--- src/rtl/fetch_ctrl_pkg.sv ---
// fetch_ctrl_pkg: status codes, FSM state encodings and icode constants for the fetch controller
package fetch_ctrl_pkg;
    typedef enum logic [2:0] {
        STAT_AOK = 3'd1,
        STAT_HLT = 3'd2,
        STAT_ADR = 3'd3,
        STAT_INS = 3'd4
    } stat_e;
    typedef enum logic [1:0] {
        IDLE     = 2'd0,
        RUN      = 2'd1,
        WAIT_RET = 2'd2,
        HALT     = 2'd3
    } state_e;
    localparam logic [3:0] ICODE_HALT = 4'd0;
    localparam logic [3:0] ICODE_JXX  = 4'd7;
    localparam logic [3:0] ICODE_CALL = 4'd8;
    localparam logic [3:0] ICODE_RET  = 4'd9;
    function automatic logic predict_taken(input logic [3:0] icode);
        return icode == ICODE_JXX || icode == ICODE_CALL;
    endfunction
endpackage

--- src/rtl/fetch_ctrl_if.sv ---
// fetch_ctrl_if: fetch-stage, decode-handshake, redirect and status signals of the fetch controller
// master: the controller (drives pc_o, f_valid_o, stat_o, state_o, counters); slave: its environment
interface fetch_ctrl_if;
    logic        start_i;
    logic [63:0] start_pc_i;
    logic [63:0] pc_o;
    logic [3:0]  icode_i;
    logic [63:0] valC_i;
    logic [63:0] valP_i;
    logic        instr_valid_i;
    logic        imem_error_i;
    logic        f_valid_o;
    logic        d_ready_i;
    logic        redirect_i;
    logic [63:0] redirect_pc_i;
    logic [2:0]  stat_o;
    logic [1:0]  state_o;
    logic [31:0] fetch_cnt_o;
    logic [31:0] stall_cnt_o;
    modport master (
        input  start_i, start_pc_i, icode_i, valC_i, valP_i, instr_valid_i, imem_error_i,
               d_ready_i, redirect_i, redirect_pc_i,
        output pc_o, f_valid_o, stat_o, state_o, fetch_cnt_o, stall_cnt_o
    );
    modport slave (
        output start_i, start_pc_i, icode_i, valC_i, valP_i, instr_valid_i, imem_error_i,
               d_ready_i, redirect_i, redirect_pc_i,
        input  pc_o, f_valid_o, stat_o, state_o, fetch_cnt_o, stall_cnt_o
    );
endinterface

--- src/rtl/fetch_ctrl_pc_predict.sv ---
// pc_predict: next-PC selection, valC_i for jXX/call (predict taken), valP_i otherwise
// ports: icode_i, valC_i, valP_i in; next_pc_o out
module pc_predict
    import fetch_ctrl_pkg::*;
(
    input  logic [3:0]  icode_i,
    input  logic [63:0] valC_i,
    input  logic [63:0] valP_i,
    output logic [63:0] next_pc_o
);
    assign next_pc_o = predict_taken(icode_i) ? valC_i : valP_i;
endmodule

--- src/rtl/fetch_ctrl.sv ---
// fetch_ctrl: PC sequencing FSM (IDLE/RUN/WAIT_RET/HALT) with decode handshake and redirects
// ports: clk_i, rst_i (async, active-high), bus (fetch_ctrl_if.master)
// FETCH_CTRL_PERF_EN enables the fetch/stall counters; otherwise they read 0
module fetch_ctrl
    import fetch_ctrl_pkg::*;
#(
    parameter int IMEM_SIZE = 1024
) (
    input  logic         clk_i,
    input  logic         rst_i,
    fetch_ctrl_if.master bus
);
    if (IMEM_SIZE <= 0) begin : g_bad_imem_size
        $error("fetch_ctrl: IMEM_SIZE must be positive");
    end
    state_e      state;
    stat_e       stat;
    logic [63:0] pc;
    logic [63:0] next_pc;
    logic        f_valid;
    logic        transfer;
    // a redirect squashes whatever the fetch stage is offering this cycle
    assign f_valid  = state == RUN && !bus.redirect_i;
    assign transfer = f_valid && bus.d_ready_i;
    pc_predict u_pc_predict (
        .icode_i   (bus.icode_i),
        .valC_i    (bus.valC_i),
        .valP_i    (bus.valP_i),
        .next_pc_o (next_pc)
    );
    always_ff @(posedge clk_i or posedge rst_i) begin
        if (rst_i) begin
            state <= IDLE;
            stat  <= STAT_AOK;
            pc    <= '0;
        end else begin
            case (state)
                IDLE, HALT: begin
                    if (bus.start_i) begin
                        pc    <= bus.start_pc_i;
                        stat  <= STAT_AOK;
                        state <= RUN;
                    end
                end
                default: begin
                    if (bus.redirect_i) begin
                        pc    <= bus.redirect_pc_i;
                        state <= RUN;
                    end else if (transfer) begin
                        if (bus.imem_error_i) begin
                            stat  <= STAT_ADR;
                            state <= HALT;
                        end else if (!bus.instr_valid_i) begin
                            stat  <= STAT_INS;
                            state <= HALT;
                        end else if (bus.icode_i == ICODE_HALT) begin
                            stat  <= STAT_HLT;
                            state <= HALT;
                        end else begin
                            pc <= next_pc;
                            if (bus.icode_i == ICODE_RET) state <= WAIT_RET;
                        end
                    end
                end
            endcase
        end
    end
    assign bus.pc_o      = pc;
    assign bus.f_valid_o = f_valid;
    assign bus.stat_o    = stat;
    assign bus.state_o   = state;
`ifdef FETCH_CTRL_PERF_EN
    logic [31:0] fetch_cnt;
    logic [31:0] stall_cnt;
    always_ff @(posedge clk_i or posedge rst_i) begin
        if (rst_i) begin
            fetch_cnt <= '0;
            stall_cnt <= '0;
        end else begin
            if (transfer) fetch_cnt <= fetch_cnt + 32'd1;
            if ((f_valid && !bus.d_ready_i) || state == WAIT_RET) stall_cnt <= stall_cnt + 32'd1;
        end
    end
    assign bus.fetch_cnt_o = fetch_cnt;
    assign bus.stall_cnt_o = stall_cnt;
`else
    assign bus.fetch_cnt_o = '0;
    assign bus.stall_cnt_o = '0;
`endif
endmodule

--- src/flat_wrapper.sv ---
// flat-port wrapper written by rule: the top's interface ports become plain ports
module fetch_ctrl_flat import fetch_ctrl_pkg::*;
#(
    parameter int IMEM_SIZE = 1024
)
  (clk_i, rst_i, bus_start_i, bus_start_pc_i, bus_icode_i, bus_valC_i, bus_valP_i, bus_instr_valid_i, bus_imem_error_i, bus_d_ready_i, bus_redirect_i, bus_redirect_pc_i, bus_pc_o, bus_f_valid_o, bus_stat_o, bus_state_o, bus_fetch_cnt_o, bus_stall_cnt_o);
  fetch_ctrl_if bus_i ();
  input  logic clk_i;
  input  logic rst_i;
  input wire logic [$bits(bus_i.start_i)-1:0] bus_start_i;
  input wire logic [$bits(bus_i.start_pc_i)-1:0] bus_start_pc_i;
  input wire logic [$bits(bus_i.icode_i)-1:0] bus_icode_i;
  input wire logic [$bits(bus_i.valC_i)-1:0] bus_valC_i;
  input wire logic [$bits(bus_i.valP_i)-1:0] bus_valP_i;
  input wire logic [$bits(bus_i.instr_valid_i)-1:0] bus_instr_valid_i;
  input wire logic [$bits(bus_i.imem_error_i)-1:0] bus_imem_error_i;
  input wire logic [$bits(bus_i.d_ready_i)-1:0] bus_d_ready_i;
  input wire logic [$bits(bus_i.redirect_i)-1:0] bus_redirect_i;
  input wire logic [$bits(bus_i.redirect_pc_i)-1:0] bus_redirect_pc_i;
  output wire logic [$bits(bus_i.pc_o)-1:0] bus_pc_o;
  output wire logic [$bits(bus_i.f_valid_o)-1:0] bus_f_valid_o;
  output wire logic [$bits(bus_i.stat_o)-1:0] bus_stat_o;
  output wire logic [$bits(bus_i.state_o)-1:0] bus_state_o;
  output wire logic [$bits(bus_i.fetch_cnt_o)-1:0] bus_fetch_cnt_o;
  output wire logic [$bits(bus_i.stall_cnt_o)-1:0] bus_stall_cnt_o;
  assign bus_i.start_i = bus_start_i;
  assign bus_i.start_pc_i = bus_start_pc_i;
  assign bus_i.icode_i = bus_icode_i;
  assign bus_i.valC_i = bus_valC_i;
  assign bus_i.valP_i = bus_valP_i;
  assign bus_i.instr_valid_i = bus_instr_valid_i;
  assign bus_i.imem_error_i = bus_imem_error_i;
  assign bus_i.d_ready_i = bus_d_ready_i;
  assign bus_i.redirect_i = bus_redirect_i;
  assign bus_i.redirect_pc_i = bus_redirect_pc_i;
  assign bus_pc_o = bus_i.pc_o;
  assign bus_f_valid_o = bus_i.f_valid_o;
  assign bus_stat_o = bus_i.stat_o;
  assign bus_state_o = bus_i.state_o;
  assign bus_fetch_cnt_o = bus_i.fetch_cnt_o;
  assign bus_stall_cnt_o = bus_i.stall_cnt_o;
  fetch_ctrl #(.IMEM_SIZE(IMEM_SIZE)) u_core (.clk_i(clk_i), .rst_i(rst_i), .bus(bus_i));
endmodule
--- config.mk ---
export PLATFORM = sky130hd
export DESIGN_NAME = fetch_ctrl_flat
export DESIGN_NICKNAME = d
export VERILOG_FILES = /design/src/rtl/fetch_ctrl_pkg.sv /design/src/rtl/fetch_ctrl_if.sv /design/src/rtl/fetch_ctrl_pc_predict.sv /design/src/rtl/fetch_ctrl.sv /design/src/flat_wrapper.sv
export SDC_FILE = /design/constraint.sdc
export NUM_CORES = 1
export LEC_CHECK = 0
export ABC_CLOCK_PERIOD_IN_PS = 5000
export BUFFER_PORTS_ARGS = -buffer_cell sky130_fd_sc_hd__buf_2
export CAP_MARGIN = 25
export CORE_AREA = 2 2 154 156
export CTS_CLUSTER_SIZE = 10
export DETAILED_ROUTE_END_ITERATION = 16
export DIE_AREA = 0 0 156 158
export GPL_TIMING_DRIVEN = 0
export REMOVE_ABC_BUFFERS = 1
export SLEW_MARGIN = 5
export SYNTH_ARGS = -nofsm -noshare
export SYNTH_HDL_FRONTEND = slang
export SYNTH_SLANG_ARGS = --single-unit
--- constraint.sdc ---
create_clock -name clk_i -period 5 [get_ports clk_i]
set_input_delay 1 -clock clk_i [delete_from_list [all_inputs] [get_ports clk_i]]
set_output_delay 1 -clock clk_i [all_outputs]
set_load 0.03 [all_outputs]
# Yosys cells after proc, flatten, opt, wreduce, memory -nomap -nowiden

Cells that the tools add are included.

Equality and inequality tests: 11
Reductions and logical operators: 13
Multiplexer cells: 23

Operator list:

| cell                                                                     | count |
|---|---|
| 64-bit 2-to-1 mux                                                        | 8 |
| 3-bit 2-to-1 mux                                                         | 7 |
| 2-bit 2-to-1 mux                                                         | 8 |
| 4-bit == test (second input constant)                                    | 2 |
| 6-bit by 1-bit inequality test with 1-bit output (second input constant) | 1 |
| 3-bit nonzero test                                                       | 2 |
| 5-bit AND reduction                                                      | 1 |
| 4-bit by 3-bit == test with 1-bit output (second input constant)         | 1 |
| 4-bit zero test                                                          | 1 |
| 4-bit by 1-bit inequality test with 1-bit output (second input constant) | 1 |
| 4-bit AND reduction                                                      | 1 |
| 3-bit by 1-bit inequality test with 1-bit output (second input constant) | 1 |
| 3-bit inequality test (second input constant)                            | 1 |
| 3-bit AND reduction                                                      | 1 |
| 2-bit by 1-bit == test with 1-bit output (second input constant)         | 1 |
| 2-bit == test (second input constant)                                    | 1 |
| 1-bit logical AND                                                        | 2 |
| 2-bit zero test                                                          | 1 |
| 2-bit by 1-bit inequality test with 1-bit output (second input constant) | 1 |
| 2-bit inequality test (second input constant)                            | 1 |
| 2-bit nonzero test                                                       | 1 |
| 2-bit OR reduction                                                       | 1 |
| 1-bit zero test                                                          | 1 |
| 1-bit logical OR                                                         | 1 |

Logic and storage cells: 50
Input port bits: 267
Register bits: 69

# Logic depth before layout (Yosys ltp)

Gate-level depths: netlist of run 1.

Depth in word-level cells: 9
Mapped depth: 10

# By module

From an unflattened synthesis of run 1, not the netlist that was laid out.

Cells, all modules: 976
Area, all modules: 7803.7 µm²

Modules (own cells, without submodules):

| module     | cells an instance | area each (µm²) | instances |
|---|---|---|---|
| fetch_ctrl | 526               | 4516.8          | 1 |
| pc_predict | 450               | 3286.9          | 1 |

# Worst setup path before layout of run 1

No wires, ideal clock.

Kind: input port to output port
Start point: input port bus_redirect_i
End point: output port bus_f_valid_o
Path buffers: 0
Data arrival time: 1.432 ns
Slack: 2.568 ns
Stages: 1
Required time: 4.000 ns
Cells stage by stage: nor2b_1

Longest elaborated chain between the ends: 2

RTL lines:

| element           | line               | text |
|---|---|---|
| start, declared   | flat_wrapper.sv:18 | `input wire logic [$bits(bus_i.redirect_i)-1:0] bus_redirect_i;` |
| 1-bit zero test   | fetch_ctrl.sv:23   | `assign f_valid = state == RUN && !bus.redirect_i;` |
| 1-bit logical AND | fetch_ctrl.sv:23   |  |
| end, declared     | flat_wrapper.sv:21 | `output wire logic [$bits(bus_i.f_valid_o)-1:0] bus_f_valid_o;` |

No other way between the ends.

# Worst setup path in the final report of run 1

Start point: register u_core.state[0] (netlist: u_core.bus.state_o[0])
End point: register u_core.pc[52] (netlist: u_core.bus.pc_o[52])

Longest elaborated chain between the ends: 5
Elaborated cells on any way between the ends: 13
Classes of those cells: eq/ne: 5; mux: 1; reduce/logical: 7

RTL lines:

| element                                  | line             | text |
|---|---|---|
| start, declared                          | fetch_ctrl.sv:16 | `state_e state;` |
| start signal, assigned                   | fetch_ctrl.sv:33 | `state <= IDLE;` |
| start signal, assigned                   | fetch_ctrl.sv:42 | `state <= RUN;` |
| start signal, assigned                   | fetch_ctrl.sv:48 | `state <= RUN;` |
| 2-bit by 1-bit == test with 1-bit output | fetch_ctrl.sv:23 |  |
| 1-bit logical AND                        | fetch_ctrl.sv:23 |  |
| 1-bit logical AND                        | fetch_ctrl.sv:24 | `assign transfer = f_valid && bus.d_ready_i;` |
| 3-bit nonzero test (no source line)      | -                |  |
| 5-bit AND reduction (no source line)     | -                |  |
| end signal, assigned                     | fetch_ctrl.sv:40 | `pc <= bus.start_pc_i;` |
| end signal, assigned                     | fetch_ctrl.sv:47 | `pc <= bus.redirect_pc_i;` |
| end signal, assigned                     | fetch_ctrl.sv:60 | `pc <= next_pc;` |
| end, declared                            | fetch_ctrl.sv:18 | `logic [63:0] pc;` |

Parallel ways exist; a longest one is shown, timed or not.
A chain may end at the register's enable or synchronous reset.

==> impl_metrics.tcl, run 1 <==
set metrics [dict create \
    run_status "complete, no violations" \
    clk_latency_ns 0.33 \
    rsz0062_at_grt "no" \
    syn_to_final_growth_pct 35.2 \
    relSlewSlack 0.402 \
    die-width_um 156 \
    via_count 6461 \
    synthesis.area_um2 5510 \
    clk_pin_slew_ns 0.06 \
    ctsHoldBuffers 0 \
    cts_buffer_depth 2 \
    critPathArrivalTime_ns 3.73 \
    required_ns 5.16 \
    drive_above_1_share 0.416 \
    coreArea_um2 23100 \
    finClkSkew_ns 0.00789 \
    drc 0 \
    postCtsSetupRepairBufs 0 \
    ys_seq_elements 69 \
    critPathBufInv 1 \
    cts_buffers 9 \
    vias_per_cell 5.34 \
    grt_usage 0.177 \
    seq_area_frac_synth 0.313 \
    drv_slew 0 \
    critPathSlowestCell "a22o_4" \
    io_pins 401 \
    cp_cell_sequence "ha_4 > buf_12 > nor2_4 > a22o_4 > a21o_4 > a32oi_1" \
    drv_cap 0 \
    setup_viol 0 \
    overflow 0 \
    wl_per_cell_um 19.2 \
    die_h_um 158 \
    synthArstFlopShare 1.00 \
    grt_pass1_wl_mm 34.2 \
    synth_edf_count 0 \
    gp_congestion 0.808 \
    floorplan.initialDensity 0.239 \
    fin_crit_ns 3.58 \
    synth_top_area_frac 0.309 \
    fmax_mhz 280 \
    cts-root-buf "clkbuf_16" \
    hp-class "reg -> reg" \
    synth_area_leaders "dfrtp_1 (31%), a32oi_1 (10%), o221ai_1 (10%)" \
    final_area_um2 7450 \
    antenna_found_initial 1 \
    drtIter0Drc 448 \
    final_core_util 0.323 \
    drt-pass1-iter-count 7 \
    yosys_warnings 0 \
    final_antenna_net_count 0 \
    powerDensity_nw_per_um2 574 \
    synth_top_area_cell "dfrtp_1" \
    placed_cell_area_um2 7190 \
    clock-sinks 69 \
    final_nets 1183 \
    routed_wl_mm 23.2 \
    crit_path_max_incr_delay_ns 0.80 \
    yosys_most_used_dff "dfrtp_1" \
    synth_cell_types 34 \
    vdd_drop_max_v 0.000237 \
    die-area_um2 24600 \
    io_buffers 336 \
    grt_max_degree 70 \
    synth_cells 639 \
    p_leak_nw 3.59 \
    cts.repair.resized 0 \
    critPathCaptureType "register" \
    worstPathMaxFanout 69 \
    syn_area_per_cell_um2 8.63 \
    path_delay_family "compound AO/OA/AOI/OAI gates" \
    cts_tree "built" \
    dp_hpwl_mm 16.3 \
    worstSetupStartpointType "register" \
    worstSetupPathType "reg -> reg" \
    finalHoldViolations 0 \
    grt_pass1_vias 6320 \
    tightestPinTransition_ns 0.897 \
    core.rowCount 56 \
    htreeDepth 3 \
    post-route-period-util 0.716 \
]
placed cells by master (no fill, tap or decap), types with 2 or more instances in the layout:
cell type  netlist  routed
buf_2           14     336
conb_1           1      64
inv_1           70      67
inv_2            0       2
and4_4           2       2
buf_12           0       7
buf_8            0       2
nand2_1          2       2
o21ai_0          3       3
a31oi_1         64      64
clkbuf_8         0       2
dfrtp_1         68      68
nand3_1          3       2
nor2_1           5       4
a32oi_1         64      64
clkinv_2         0       2
and4_1          58      58
and4_2           4       4
buf_6            7       5
o221ai_1        64      64
a21oi_1         67      67
clkbuf_16        0       9
flip-flops by register name (all words and copies together), names as in the netlist:
signal / flops
u_core.bus.state_o: 2
u_core.bus.pc_o: 64
u_core.bus.stat_o: 3
per-layer routing:
layer	track usage	up-vias	part of all wire
met3	0.0397	34	0.079
li1	-	2943	-
met2	0.318	364	0.50
met1	0.207	3120	0.40
met5	0	-	0
met4	0.0603	0	0.021
layout make-up:
class                      count  area [um2]
antenna                        1        2.50
clock buffer                  12         256
clock inverter                 2        10.0
fill                        2494       15600
inverter                      70         265
multi-input combinational    415        2920
sequential                    69        1730
tap                          290         363
timing repair buffer         350        1910
synth_stat cells (2+ instances only):
master,n
a21oi_1,67
a31oi_1,64
a32oi_1,64
and4_1,58
and4_2,4
and4_4,2
buf_2,14
buf_4,72
buf_6,7
clkbuf_1,55
dfrtp_1,68
inv_1,70
nand2_1,2
nand3_1,3
nor2_1,5
o21ai_0,3
o221ai_1,64
path summary, 6_finish.rpt:
| kind | to | start | cells past startpoint | slack (ns) |
|---|---|---|---|---|
| setup / recovery | u_core.bus.pc_o[52] | u_core.bus.state_o[0] | 6 | 1.42 |
| hold / removal | u_core.bus.stat_o[1] | u_core.bus.stat_o[1] | 2 | 0.51 |
| setup reg to reg | u_core.bus.pc_o[52] | u_core.bus.state_o[0] | 6 | 1.42 |
| hold reg to reg | u_core.bus.stat_o[1] | u_core.bus.stat_o[1] | 2 | 0.51 |
| max in group asynchronous | u_core.bus.pc_o[30] | rst_i | 3 | 3.72 |
| min in group asynchronous | u_core.bus.pc_o[61] | rst_i | 2 | 0.70 |
logic make-up (layout without fill, tap and decap cells):
kind of cell               after synthesis  in the layout  synth area share
and+or+nand+nor                         82             82             0.125
adders and majority gates                1              1           0.00227
AOI/OAI and AO/OA                      268            268             0.348
DFF                                     69             69             0.313
buffers and inverters                  218            434             0.210
other                                    1             65          0.000680
report_power, final:
| part | switching, W | internal (W) | total (W) | leakage (nW) |
|---|---|---|---|---|
| clock | 0.000250 | 0.000356 | 0.000606 | 0.134 |
| sequential | 0.000149 | 0.000852 | 0.00100 | 0.776 |
| combinational | 0.00181 | 0.000860 | 0.00267 | 2.68 |
metrics by stage:
stage | instances | setup TNS (ns) | hold slack (ns) | power [W] | setup WS, ns
after floorplan | 554 | -194.84 | 0.598 | 0.00273 | -2.92
after global placement | 1180 | -491.08 | 0.487 | 0.00361 | -7.35
after detailed placement | 1194 | 0 | 0.502 | 0.00367 | 1.36
after CTS | 1208 | 0 | 0.511 | 0.00429 | 1.41
after global routing | 1208 | 0 | 0.520 | 0.00456 | 1.21
final | 1209 | 0 | 0.507 | 0.00428 | 1.42
tightest hold or removal path: stages (launching register included):
cell     delay (ns)
dfrtp_1        0.34
nand3_1        0.06
o21ai_0        0.07
(Power assumes the default switching activity.)
==> run 2: changes to the inputs <==
--- a/config.mk
+++ b/config.mk
@@ -5,7 +5,7 @@
 export SDC_FILE = /design/constraint.sdc
 export NUM_CORES = 1
 export LEC_CHECK = 0
-export ABC_CLOCK_PERIOD_IN_PS = 5000
+export ABC_CLOCK_PERIOD_IN_PS = 3000
 export BUFFER_PORTS_ARGS = -buffer_cell sky130_fd_sc_hd__buf_2
 export CAP_MARGIN = 25
 export CORE_AREA = 2 2 154 156
==> constraint.sdc (replaced) <==
create_clock -name clk_i -period 3 [get_ports clk_i]
set_input_delay 0.6 -clock clk_i [delete_from_list [all_inputs] [get_ports clk_i]]
set_output_delay 0.6 -clock clk_i [all_outputs]
set_load 0.03 [all_outputs]
==> impl_metrics.tcl, run 2 (synthesis results as in run 1) <==
set metrics [dict create \
    run_status "complete, no violations" \
    power_w 0.00731 \
    p_leak_nw 3.61 \
    postCtsSetupRepairBufs 0 \
    required_ns 3.18 \
    core.rowCount 56 \
    final_cell_mix "buf_2 (336), dfrtp_1 (68), inv_1 (67), a21oi_1 (67)" \
    num-fill-cells 2491 \
    drv_cap 0 \
    wl_per_cell_um 20.7 \
    antenna_found_initial 0 \
    vdd_drop_max_v 0.000427 \
    via_count 6575 \
    final_common_cell "buf_2" \
    reg2reg_slack_ns 0.16 \
    gp_congestion 0.808 \
    io_pins 401 \
    powerDensity_nw_per_um2 975 \
    cts_tree "built" \
    floorplan.initialDensity 0.239 \
    drv_slew 0 \
    relSlewSlack 0.501 \
    critPathArrivalTime_ns 3.02 \
    overflow 0 \
    clk_latency_ns 0.33 \
    fmax_mhz 352 \
    largest_reg_flops 64 \
    worstPathMaxFanout 38 \
    routed_wl_mm 25.1 \
    cts_buffer_depth 2 \
    io_buffers 336 \
    finalHoldViolations 0 \
    clk_pin_slew_ns 0.07 \
    fin_crit_ns 2.84 \
    coreArea_um2 23100 \
    finClkSkew_ns 0.00769 \
    tightestPinTransition_ns 0.749 \
    grt_max_degree 66 \
    htreeDepth 3 \
    setup_viol 0 \
    seqCellArea_um2 1730 \
    final_antenna_net_count 0 \
    die-area_um2 24600 \
    drc 0 \
    num_antenna_cells 0 \
    hp-class "in -> async" \
    clock-sinks 69 \
    vias_per_cell 5.42 \
    ctsHoldBuffers 0 \
    worstSetupStartpointType "register" \
    grt_usage 0.188 \
    drtIter0Drc 472 \
    die_h_um 158 \
    worstSetupPathType "reg -> reg" \
    post-route-period-util 0.947 \
    grt_pass1_wl_mm 35.8 \
    syn_to_final_growth_pct 36.0 \
    rsz0062_at_grt "no" \
    cts_buffers 9 \
    die-width_um 156 \
    drt-pass1-iter-count 5 \
    drive_above_1_share 0.419 \
    critPathCaptureType "register" \
    grt_pass1_vias 6392 \
    cts-root-buf "clkbuf_16" \
    multi_input_area_um2 2970 \
    dp_hpwl_mm 16.3 \
    whs_ns 0.307 \
    final_nets 1187 \
]
-- run 2: layout make-up --
type,instances,share of cell area
Clock inverter,2,0.00133
Sequential cell,69,0.230
Tap cell,290,0.0484
Timing Repair Buffer,350,0.254
Clock buffer,12,0.0342
Inverter,70,0.0354
Multi-Input combinational cell,419,0.396
-- run 2: repair_timing --
action / 4_1_cts / 5_1_grt
gates cloned: 3 / 1
endpoints found under the setup margin: 64 / 64
pin swaps: 2 / 1
resized for setup: 2 / 0
endpoints found under the hold margin: 0 / 0
-- run 2: worst max-delay path: stages, from the launching register on --
cell and delay, ns:
dfrtp_1 0.42, ha_4 0.41, buf_12 0.26, nor2_4 0.55, a22o_4 0.44, a21o_4 0.43
a32oi_1 0.12
-- run 2: routing by layer --
| metal | GRT usage | share of wire | vias up |
|---|---|---|---|
| li1 | - | - | 2962 |
| met1 | 0.226 | 0.40 | 3184 |
| met2 | 0.333 | 0.50 | 386 |
| met3 | 0.0391 | 0.080 | 43 |
| met4 | 0.0625 | 0.020 | 0 |
| met5 | 0 | 0 | - |
-- run 2: report_power, final --
part / leakage, nW / switching (W) / total, W / internal [W]
Sequential: 0.776 / 0.000252 / 0.00167 / 0.00142
Clock: 0.134 / 0.000424 / 0.00102 / 0.000594
Combinational: 2.70 / 0.00316 / 0.00462 / 0.00146
Total: 3.61 / 0.00383 / 0.00731 / 0.00348
-- run 2: stage by stage --
stage	worst slack, ns	area [um2]	utilization	std cells	TNS [ns]
after global routing	0.0311	7500	0.325	1212	0
after global placement	-9.35	6900	0.299	1180	-664.02
after floorplan	-4.92	4850	-	554	-332.84
after detailed placement	-0.584	7190	0.312	1194	-33.71
final	0.158	7500	0.325	1212	0
after CTS	0.00509	7490	0.325	1211	0
-- run 2: path summary, 6_finish.rpt --
| kind | start | end | cells past startpoint |
|---|---|---|---|
| min in group clk_i | bus_imem_error_i | u_core.bus.stat_o[2] | 2 |
| max in group asynchronous | rst_i | u_core.bus.pc_o[30] | 3 |
| worst min register to register | u_core.bus.stat_o[1] | u_core.bus.stat_o[1] | 2 |
| worst max register to register | u_core.bus.state_o[0] | u_core.bus.pc_o[52] | 6 |
| worst max-delay path | u_core.bus.state_o[0] | u_core.bus.pc_o[52] | 6 |
| worst min-delay path | rst_i | u_core.bus.pc_o[61] | 2 |
